==> src/rtl/aes_key_bank_switch.sv <==
// Multi-bank AES round-key store: the expander fills a shadow bank in halves while the active bank streams full keys.
// Stream latency: round 0 two cycles after rd_start; no backpressure, and rejected requests raise a one-cycle err.
module aes_key_bank_switch #(
    parameter int NUM_BANKS  = 2,
    parameter int MAX_ROUNDS = 14,
    parameter int HALF_W     = 64
) (
    input  logic                         clk,
    input  logic                         kill_n,
    input  logic                         wr_start,
    input  logic [1:0]                   wr_mode,
    input  logic                         wr_en,
    input  logic [HALF_W-1:0]            wr_data,
    input  logic                         key_switch,
    input  logic                         rd_start,
    output logic [2*HALF_W-1:0]          rk_data,
    output logic                         rk_valid,
    output logic [3:0]                   rk_round,
    output logic                         rk_last,
    output logic [$clog2(NUM_BANKS)-1:0] active_bank,
    output logic [3:0]                   active_nr,
    output logic [NUM_BANKS-1:0]         bank_valid,
    output logic                         wr_busy,
    output logic                         err
);
    localparam int BW    = $clog2(NUM_BANKS);
    localparam int DEPTH = NUM_BANKS * (MAX_ROUNDS + 1);
    localparam int AW    = $clog2(DEPTH);
    localparam int HW    = $clog2(2 * (MAX_ROUNDS + 1));
    localparam logic [AW-1:0] STRIDE    = AW'(MAX_ROUNDS + 1);
    localparam logic [BW-1:0] LAST_BANK = BW'(NUM_BANKS - 1);

    typedef enum logic {W_IDLE, W_LOAD}   wr_state_t;
    typedef enum logic {R_IDLE, R_STREAM} rd_state_t;

    // Next bank after b in round-robin order, never landing on avoid.
    function automatic logic [BW-1:0] adv(input logic [BW-1:0] b, input logic [BW-1:0] avoid);
        logic [BW-1:0] n;
        n = (b == LAST_BANK) ? '0 : b + BW'(1);
        if (n == avoid) n = (n == LAST_BANK) ? '0 : n + BW'(1);
        return n;
    endfunction

    logic [HALF_W-1:0] mem_hi [DEPTH];
    logic [HALF_W-1:0] mem_lo [DEPTH];
    logic [3:0]        bank_nr [NUM_BANKS];

    wr_state_t wr_state, wr_state_n;
    rd_state_t rd_state, rd_state_n;
    logic [HW-1:0] h, h_n;
    logic [3:0]    wr_nr, wr_nr_n, cnt, cnt_n, active_nr_n;
    logic [BW-1:0] wr_bank, wr_bank_n, pend_bank, pend_bank_n, pend_eff, active_bank_n, wb_cur;
    logic          pend_vld, pend_vld_n, sw_req, sw_req_n, pend_eff_vld;
    logic          wr_ok, done, ks_ok, req, rd_go, sw_now, err_n, mem_we;
    logic [NUM_BANKS-1:0] bank_valid_n;
    logic          iss, iss_last, s1_vld, s1_last;
    logic [3:0]    iss_round, s1_round;
    logic [HALF_W-1:0] s1_hi, s1_lo;
    logic [AW-1:0] waddr, raddr;

    assign wr_busy = (wr_state == W_LOAD);

    always_comb begin
        wr_ok        = wr_start && (wr_mode != 2'd3);
        done         = (wr_state == W_LOAD) && wr_en && !wr_start && (h == HW'({wr_nr, 1'b1}));
        // A load completing this cycle is already visible to key_switch.
        pend_eff_vld = pend_vld || done;
        pend_eff     = done ? wr_bank : pend_bank;
        ks_ok        = key_switch && !sw_req && pend_eff_vld;
        req          = sw_req || ks_ok;
        rd_go        = (rd_state == R_IDLE) && rd_start && bank_valid[active_bank];
        sw_now       = req && pend_eff_vld && (rd_state == R_IDLE) && !rd_go;

        active_bank_n = sw_now ? pend_eff : active_bank;
        active_nr_n   = active_nr;
        if (sw_now) active_nr_n = done ? wr_nr : bank_nr[pend_bank];

        // The write bank steps off whichever bank becomes active.
        wb_cur    = (wr_bank == active_bank_n) ? adv(wr_bank, active_bank_n) : wr_bank;
        wr_bank_n = done ? adv(wr_bank, active_bank_n) : wb_cur;

        pend_vld_n  = pend_vld;
        pend_bank_n = pend_bank;
        if (done) begin
            pend_vld_n  = 1'b1;
            pend_bank_n = wr_bank;
        end
        if (wr_ok && pend_vld && (pend_bank == wb_cur)) pend_vld_n = 1'b0;
        if (sw_now) pend_vld_n = 1'b0;
        sw_req_n = req && !sw_now && pend_vld_n;

        bank_valid_n = bank_valid;
        if (wr_ok) bank_valid_n[wb_cur] = 1'b0;
        if (done)  bank_valid_n[wr_bank] = 1'b1;

        wr_state_n = wr_state;
        h_n        = h;
        wr_nr_n    = wr_nr;
        if (wr_start) begin
            wr_state_n = wr_ok ? W_LOAD : W_IDLE;
            h_n        = '0;
            if (wr_ok) wr_nr_n = 4'd10 + {1'b0, wr_mode, 1'b0};
        end else if ((wr_state == W_LOAD) && wr_en) begin
            h_n = h + HW'(1);
            if (done) wr_state_n = W_IDLE;
        end
        mem_we = (wr_state == W_LOAD) && wr_en && !wr_start;
        waddr  = AW'(wr_bank) * STRIDE + AW'(h[HW-1:1]);

        // Round 0 is issued in the rd_start cycle; STREAM issues 1..Nr, then idles one cycle.
        rd_state_n = rd_state;
        cnt_n      = cnt;
        iss        = 1'b0;
        iss_round  = cnt;
        if (rd_go) begin
            rd_state_n = R_STREAM;
            cnt_n      = 4'd1;
            iss        = 1'b1;
            iss_round  = 4'd0;
        end else if (rd_state == R_STREAM) begin
            if (cnt == active_nr + 4'd1) begin
                rd_state_n = R_IDLE;
            end else begin
                iss   = 1'b1;
                cnt_n = cnt + 4'd1;
            end
        end
        iss_last = (iss_round == active_nr);
        raddr    = AW'(active_bank) * STRIDE + AW'(iss_round);

        err_n = (wr_start && (wr_mode == 2'd3)) || ((wr_state == W_IDLE) && wr_en)
              || (key_switch && !sw_req && !pend_eff_vld) || (rd_start && !rd_go);
    end

    always_ff @(posedge clk) begin
        if (mem_we) begin
            if (h[0]) mem_lo[waddr] <= wr_data;
            else      mem_hi[waddr] <= wr_data;
        end
        if (iss) begin
            s1_hi <= mem_hi[raddr];
            s1_lo <= mem_lo[raddr];
        end
    end

    always_ff @(posedge clk or negedge kill_n) begin
        if (!kill_n) begin
            wr_state    <= W_IDLE;
            rd_state    <= R_IDLE;
            h           <= '0;
            wr_nr       <= '0;
            cnt         <= '0;
            wr_bank     <= BW'(1);
            pend_bank   <= '0;
            pend_vld    <= 1'b0;
            sw_req      <= 1'b0;
            active_bank <= '0;
            active_nr   <= '0;
            bank_valid  <= '0;
            err         <= 1'b0;
            s1_vld      <= 1'b0;
            s1_round    <= '0;
            s1_last     <= 1'b0;
            rk_data     <= '0;
            rk_valid    <= 1'b0;
            rk_round    <= '0;
            rk_last     <= 1'b0;
            for (int i = 0; i < NUM_BANKS; i++) bank_nr[i] <= '0;
        end else begin
            wr_state    <= wr_state_n;
            rd_state    <= rd_state_n;
            h           <= h_n;
            wr_nr       <= wr_nr_n;
            cnt         <= cnt_n;
            wr_bank     <= wr_bank_n;
            pend_bank   <= pend_bank_n;
            pend_vld    <= pend_vld_n;
            sw_req      <= sw_req_n;
            active_bank <= active_bank_n;
            active_nr   <= active_nr_n;
            bank_valid  <= bank_valid_n;
            err         <= err_n;
            if (done) bank_nr[wr_bank] <= wr_nr;
            s1_vld      <= iss;
            s1_round    <= iss_round;
            s1_last     <= iss_last;
            rk_valid    <= s1_vld;
            rk_last     <= s1_vld && s1_last;
            if (s1_vld) begin
                rk_data  <= {s1_hi, s1_lo};
                rk_round <= s1_round;
            end
        end
    end
endmodule
==> config.mk <==
export PLATFORM = sky130hd
export DESIGN_NAME = aes_key_bank_switch
export DESIGN_NICKNAME = d
export VERILOG_FILES = /design/src/rtl/aes_key_bank_switch.sv
export SDC_FILE = /design/constraint.sdc
export NUM_CORES = 2
export LEC_CHECK = 0
export CORE_MARGIN = 8
export CORE_UTILIZATION = 46
export DETAILED_ROUTE_END_ITERATION = 6
export PLACE_DENSITY_LB_ADDON = 0.15
export SYNTH_ARGS = -nofsm -noshare
export SYNTH_HDL_FRONTEND = slang
export SYNTH_SLANG_ARGS = --single-unit
==> constraint.sdc <==
create_clock -name clk -period 5.3 [get_ports clk]
set_input_delay 1.59 -clock clk [delete_from_list [all_inputs] [get_ports clk]]
set_output_delay 1.59 -clock clk [all_outputs]
set_load 0.05 [all_outputs]
==> reports/metrics.yaml <==
area_occupied_by_registers_sq_um: 123000
core_area_sq_um: 342000
synth_cells: 7199
tritoncts: "yes"
crit_required_ns: 5.96
gr-usage-met1: 0.321
cts.root.buffer_cell: "clkbuf_16"
path_max_fanout: 22
io_pins: 215
path_depth: 17
routabilityCongestion: 0.771
area_growth_pct: 17.8
maxSlewViolCount: 0
grt_start_max_net_pins: 92
syn-cell-area_sq_um: 158000
ys_seq_area_frac: 0.781
dr_vias: 77920
nNetsFinal: 8180
timing_worst_setup_path_type: "in -> reg"
synth.cells.most_frequent: "3,968 x edfxtp_1, 778 x mux4_2, 627 x mux2i_1"
route.detailed.vias_per_inst: 5.97
post-synth-top-area-cell: "edfxtp_1"
postLayoutCoreUtil: 0.544
r2r.worst_path.cells: 16
drc: 0
timing_worst_slew_pin_value_ns: 1.34
critical-path-top-cell-by-count: "buf_4"
timing.clock.skew_ns: 0.0525
fill_cells: 25935
min-delay-path-class: "in -> async"
hpwl_mm: 250
timing.critical_path.slowest_stage_cell: "fa_4"
die_y_um: 602
final_worst_path_period_need_ns: 4.93
remaining_max_slew_budget_at_the_tightest_pin: 0.106
grt_use_met3: 0.0331
start_util: 0.461
drt.antenna.violating_nets: 0
gr-usage-met2: 0.392
report.final.setup_viol: 0
grt_overflow_total: 0
outcome: "finished, final reports clean"
pwr_dens_nw_per_um2: 547
die_width_um: 602
synth_seq_cells: 4138
routed_wirelength_mm: 433
critical-path-top-delay-family: "buffers and inverters"
cts.repair.resized: 0
die_area_sq_um: 362000
htree_levels: 5
io_buffer_count: 213
count_of_endpoints_failing_hold_in_the_final_timing_report: 0
globalRouteTotalUtil: 0.234
share_of_the_synthesized_area_in_the_top_cell_type: 0.754
cts_inserted_buffers: 427
period_utilization: 0.930
multi_input_area_sq_um: 33300
drv_cap: 0
synth_area_per_cell_sq_um: 21.9
grt_pass1_wl_mm: 608
grt_most_used_layer: "met2"
synthDistinctLibCells: 47
synth_async_sr_flop_share: 0.0411
peakVddDrop_mv: 0.433
critPathCaptureType: "register"
hold_slack_ns: 0.442
synthesis.yosys.warnings: 0
core.rowCount: 215
antenna_found_initial: 56
initialDrtViolationCount: 9041
routedWlPerCell_um: 33.2
post-layout-total-power_mw: 102
critical_path.cell_chain: "clkdlybuf4s50_1 -> nand2_1 -> nor2_1 -> nor2_1 -> buf_4 -> ha_4 -> fa_4 -> buf_12 -> buf_12 -> buf_4 -> buf_12 -> buf_4 -> mux2i_1 -> a22oi_1 -> a311oi_1 -> buf_4 -> a221oi_1"
first_pass_iters: 6
drive_gt1_frac: 0.295
critical_path.max_stage_delay_ns: 0.78
timing.critical_path.arrival_ns: 5.59
postCtsHoldBufs: 0
crit_buf_inv: 8
mappedNetlistNets: 7287
clkTransAtPathRegs_ns: 0.06
timing.critical_path.from_type: "input pin"
netlist_top_cells_area: "edfxtp_1 75%, mux4_2 11%, mux2i_1 4.0%"
post-synth-top-count-cell: "edfxtp_1"
first_global_vias: 79687
synth-edff-count: 3968
cts_buffer_depth: 4
ys.flop_type: "edfxtp_1"
timing.fmax_ghz: 0.203
tritoncts_num_sinks: 4138
insertion_delay_ns: 0.97
rsz0062_at_grt: "false"
cellLeakagePower_nw: 63.4
cts_post_setup_buffers_inserted: 0
-- state kept, by name, summed over array words and instances, names as in the netlist, 2 cells and up --
register and count:
active_nr 3, bank_nr 6, bank_valid 2, cnt 4, h 5, mem_hi 1920, mem_lo 1920, rk_data 128
rk_round 4, s1_hi 64, s1_lo 64, s1_round 4, wr_nr 3
-- worst paths after layout --
check,start,endpoint,slack [ns]
hold / removal,kill_n,rk_data[34],0.44
setup reg to reg,bank_valid[0],s1_lo[57],0.78
hold reg to reg,s1_lo[38],rk_data[38],0.48
max in group asynchronous,kill_n,s1_vld,3.89
min in group clk,s1_lo[38],rk_data[38],0.48
setup / recovery,rd_start,s1_lo[49],0.37
-- through the flow --
stage / worst slack, ns / TNS, ns / cells / instance area (sq um)
6_report: 0.371 / 0 / 13051 / 186000
3_5_place_dp: -0.643 / -44.29 / 12220 / 172000
3_3_place_gp: -0.693 / -54.13 / 12220 / 172000
2_1_floorplan: -0.267 / -905.04 / 7199 / 158000
4_1_cts: 0.395 / 0 / 13009 / 186000
5_1_grt: 0.296 / 0 / 13039 / 186000
-- per-layer routing --
layer | vias up | wire length, um
met3 | 660 | 30000
met1 | 42234 | 174000
met5 | - | 109
met2 | 3051 | 214000
met4 | 16 | 14400
li1 | 31959 | -
-- where the power goes --
| part | switching (mW) | internal, mW | leakage [nW] |
|---|---|---|---|
| clock | 12.6 | 17.1 | 6.80 |
| combinational | 18.3 | 16.8 | 18.6 |
| sequential | 0.121 | 36.8 | 38.0 |
-- logic make-up after synthesis --
| family | after synthesis | synth area share |
|---|---|---|
| other | 1 | 0.0000237 |
| AND/OR/NAND/NOR | 470 | 0.0117 |
| flip-flops | 4138 | 0.781 |
| XOR/XNOR | 19 | 0.00105 |
| AO/OA/AOI/OAI | 467 | 0.0225 |
| multiplexers | 1685 | 0.171 |
| adder cells (fa/ha/maj) | 16 | 0.00136 |
| buffers and inverters | 403 | 0.0116 |
-- layout make-up --
type,count,share of cell area
clock inverters,214,0.0118
multi-input cells,2658,0.179
well taps,4557,0.0306
flip-flops and latches,4138,0.663
inverters,9,0.000181
clock buffers,575,0.0629
diodes,42,0.000565
repair buffers,858,0.0520
-- placed cells by master, fill, tap and decap left out, drive strengths merged, types with 2 or more instances in the layout --
| cell type | synthesis | routed |
|---|---|---|
| xor2 | 12 | 12 |
| o21ai | 10 | 10 |
| xnor2 | 7 | 7 |
| a311oi | 59 | 59 |
| clkbuf | 127 | 575 |
| clkinvlp | 0 | 9 |
| nand3 | 3 | 3 |
| fa | 2 | 2 |
| nand3b | 2 | 2 |
| o31ai | 2 | 2 |
| nor2 | 207 | 207 |
| dfrtp | 169 | 169 |
| mux4 | 778 | 778 |
| clkinv | 0 | 161 |
| nor4 | 2 | 2 |
| a22oi | 59 | 59 |
| nor3 | 4 | 4 |
| clkdlybuf4s50 | 0 | 148 |
| mux2i | 627 | 627 |
| a211oi | 129 | 129 |
| nor2b | 5 | 5 |
| a21oi | 68 | 68 |
| nand4 | 3 | 3 |
| bufinv | 0 | 32 |
| edfxtp | 3968 | 3968 |
| a31o | 69 | 69 |
| ha | 14 | 14 |
| diode | 0 | 42 |
| a21o | 4 | 4 |
| buf | 267 | 710 |
| and2 | 8 | 8 |
| inv | 9 | 21 |
| mux2 | 280 | 280 |
| nand2 | 230 | 230 |
| a221oi | 59 | 59 |
| nand2b | 3 | 3 |
-- worst register-to-register path, stage by stage, from the launching register on --
cell and delay, ns:
dfrtp_1 0.41, mux2_2 0.30, nand2_1 0.08, nor2_1 0.05
nor2_1 0.38, buf_4 0.22, ha_4 0.13, fa_4 0.64
buf_12 0.19, buf_12 0.19, buf_4 0.19, mux4_2 0.21
nor2_1 0.04, a211oi_1 0.40, a311oi_1 0.13, a221oi_1 0.56
buf_4 0.28
(Power assumes the default switching activity.)
==> RTL change (config.mk and constraints unchanged) <==
Set the parameter `MAX_ROUNDS` to 7 (it was 14).
--- a/src/rtl/aes_key_bank_switch.sv
+++ b/src/rtl/aes_key_bank_switch.sv
@@ -2,7 +2,7 @@
 // Stream latency: round 0 two cycles after rd_start; no backpressure, and rejected requests raise a one-cycle err.
 module aes_key_bank_switch #(
     parameter int NUM_BANKS  = 2,
-    parameter int MAX_ROUNDS = 14,
+    parameter int MAX_ROUNDS = 7,
     parameter int HALF_W     = 64
 ) (
     input  logic                         clk,
Check against the original RTL: not settled (the Yosys comparison gave no result); the edit may change what the design does.
==> RTL change against the unedited design <==
- power is 45% lower
- critical endpoint is now active_bank
- setup slack improved by 1.1 ns
- wire length down 46%
- first-iteration DRC count is 53% lower
- clock skew is 0.013 ns lower
- sequential cell count decreased by 1793
- synthesized area fell by 43%
- design area is 44% lower
==> RTL change: results (changes against the unedited design) <==
* Status: complete, no violations
* DP Wirelength at 127,000 um (-49%)
* Largest registers: mem_hi (1024), mem_lo (1024), rk_data (128)
* Detailed Route Iter0 Violations at 4,261 (-53%)
* Worst-path fanout max at 8 (-64%)
* Area taken by multi-input logic gates at 19,900 um2 (-40%)
* Final nets at 5,031 (-38%)
* Register area share after synthesis at 76.6% (-1.5 points)
* Commonest cells post-synth: edfxtp_1 (2,176), a21oi_1 (389), mux2i_1 (387), mux4_2 (256), dfrtp_1 (168)
* LEAKAGE at 34.0 nW (-46%)
* Routed WL at 234,000 um (-46%)
* Cells after DPL at 7,359 (-40%)
* Place WS at 0.799 ns (+1.44 ns)
* Syn_nets at 4,724 (-35%)
* Clk sink count at 2,345 (-43%)
* Initial antenna violation count at 11 (-80%)
* Post-synthesis to final-layout area growth at 15.8%
* CP max stage cell: clkdlybuf4s50_1
* Gr usage total at 21.7% (-1.8 points)
* Largest net degree at the start of global routing at 151 (+64%)
* Skew-Pair Late Insertion Delay at 0.86 ns (-0.11 ns)
* Post-CTS Resized at 0 (unchanged)
* CP Data Arrival Time at 2.28 ns (-3.31 ns)
* First-pass GRT wire length at 340,000 um (-44%)
* Clkbuf count at 316 (-45%)
* Antenna cells at 9 (-79%)
* Dominant cells by area after synthesis: edfxtp_1 (72%), mux4_2 (6.3%), dfrtp_1 (4.6%)
* Register share of the cell area at 66.2% (-0.11 points)
* Non-clk bufs at 408 (-52%)
* Multi-input combinational area share at 18.9% (+1.0 points)
* Vias per cell at 6.01 (+0.70%)
* Synth cell types at 53 (+13%)
* Num CTS Buffers at 232 (-46%)
* Critical Path Max Stage Delay at 0.92 ns (+0.14 ns)
* Signal buf overhead at 4.61% (-0.58 points)
* VDD IR max at 0.000380 V (-12%)
* CTS max path bufs at 3 (-1)
* Worst Hold Class: flop to flop
* CTS H-tree depth at 4 (-1)
* Cells after synthesis at 4,646 (-35%)
* Gpl congestion at 0.748 (-3.0%)
* Area post-placement at 97,700 um2 (-43%)
* Final Instance Count excl. Fillers at 7,802 (-40%)
* Layout cells sized above 1 at 20.9% (-8.5 points)
* Worst Tran Pin Value at 1.30 ns (-0.0366 ns)
* Filler Cell Count at 15,300 (-41%)
* Non-clk invs at 8 (-1)
* #MultiIn Comb at 1,958 (-26%)
* Post-synth EDFFs at 2,176 (-45%)
* Vias in the first global route at 47,500 (-40%)
* Clk tree area frac at 7.08% (-0.39 points)
* Final Skew at 0.0394 ns (-0.0132 ns)
[RTL change: final timing paths]
kind / startpoint / to / cells past startpoint / slack (ns)
min: s1_last$_DFF_PN0_ / rk_last$_DFF_PN0_ / 1 / 0.47
max: active_bank$_DFF_PN0_ / active_bank / 1 / 1.43
max in group asynchronous: kill_n / s1_vld$_DFF_PN0_ / 2 / 3.57
max reg2reg: cnt[2]$_DFFE_PN0P_ / s1_hi[56]$_DFFE_PP_ / 4 / 1.91
min in group asynchronous: kill_n / rk_data[110]$_DFFE_PN0P_ / 1 / 0.63
min reg2reg: s1_last$_DFF_PN0_ / rk_last$_DFF_PN0_ / 1 / 0.47
[RTL change: cell families (layout without fill, tap and decap cells)]
logic type      Yosys count  after routing  share of synthesized area (%)
other cells               1             10                        0.00413
flops                  2345           2345                           76.6
compound gates          921            921                           7.32
fa+ha+maj                 6              6                         0.0826
xor+xnor                 10             10                         0.0964
mux                     795            795                           12.5
buf+inv                 343            850                           1.83
simple gates            225            225                           1.56
[RTL change: per-stage QoR]
stage / utilization (%) / TNS (ns) / total power, mW
after floorplan: - / -323.76 / 35.1
after global placement: 49.6 / 0 / 40.6
after detailed placement: 49.6 / 0 / 40.8
after CTS: 53.4 / 0 / 56.9
after global routing: 53.4 / 0 / 58.6
final: 53.4 / 0 / 56.4
[RTL change: metal layers]
metal | GRT usage [%] | wire length, um | share of wire, % | up-vias
met5 | 0 | 12 | 0.0051 | -
met4 | 4.66 | 4290 | 1.8 | 2
met3 | 3.23 | 14100 | 6.0 | 285
met2 | 35.6 | 114000 | 49 | 1567
met1 | 31.1 | 101000 | 43 | 25200
li1 | - | - | - | 19800
[RTL change: report_power, final]
| part | internal (mW) | switching, mW |
|---|---|---|
| clock | 9.22 | 6.92 |
| sequential | 21.6 | 0.814 |
| combinational | 7.00 | 10.9 |
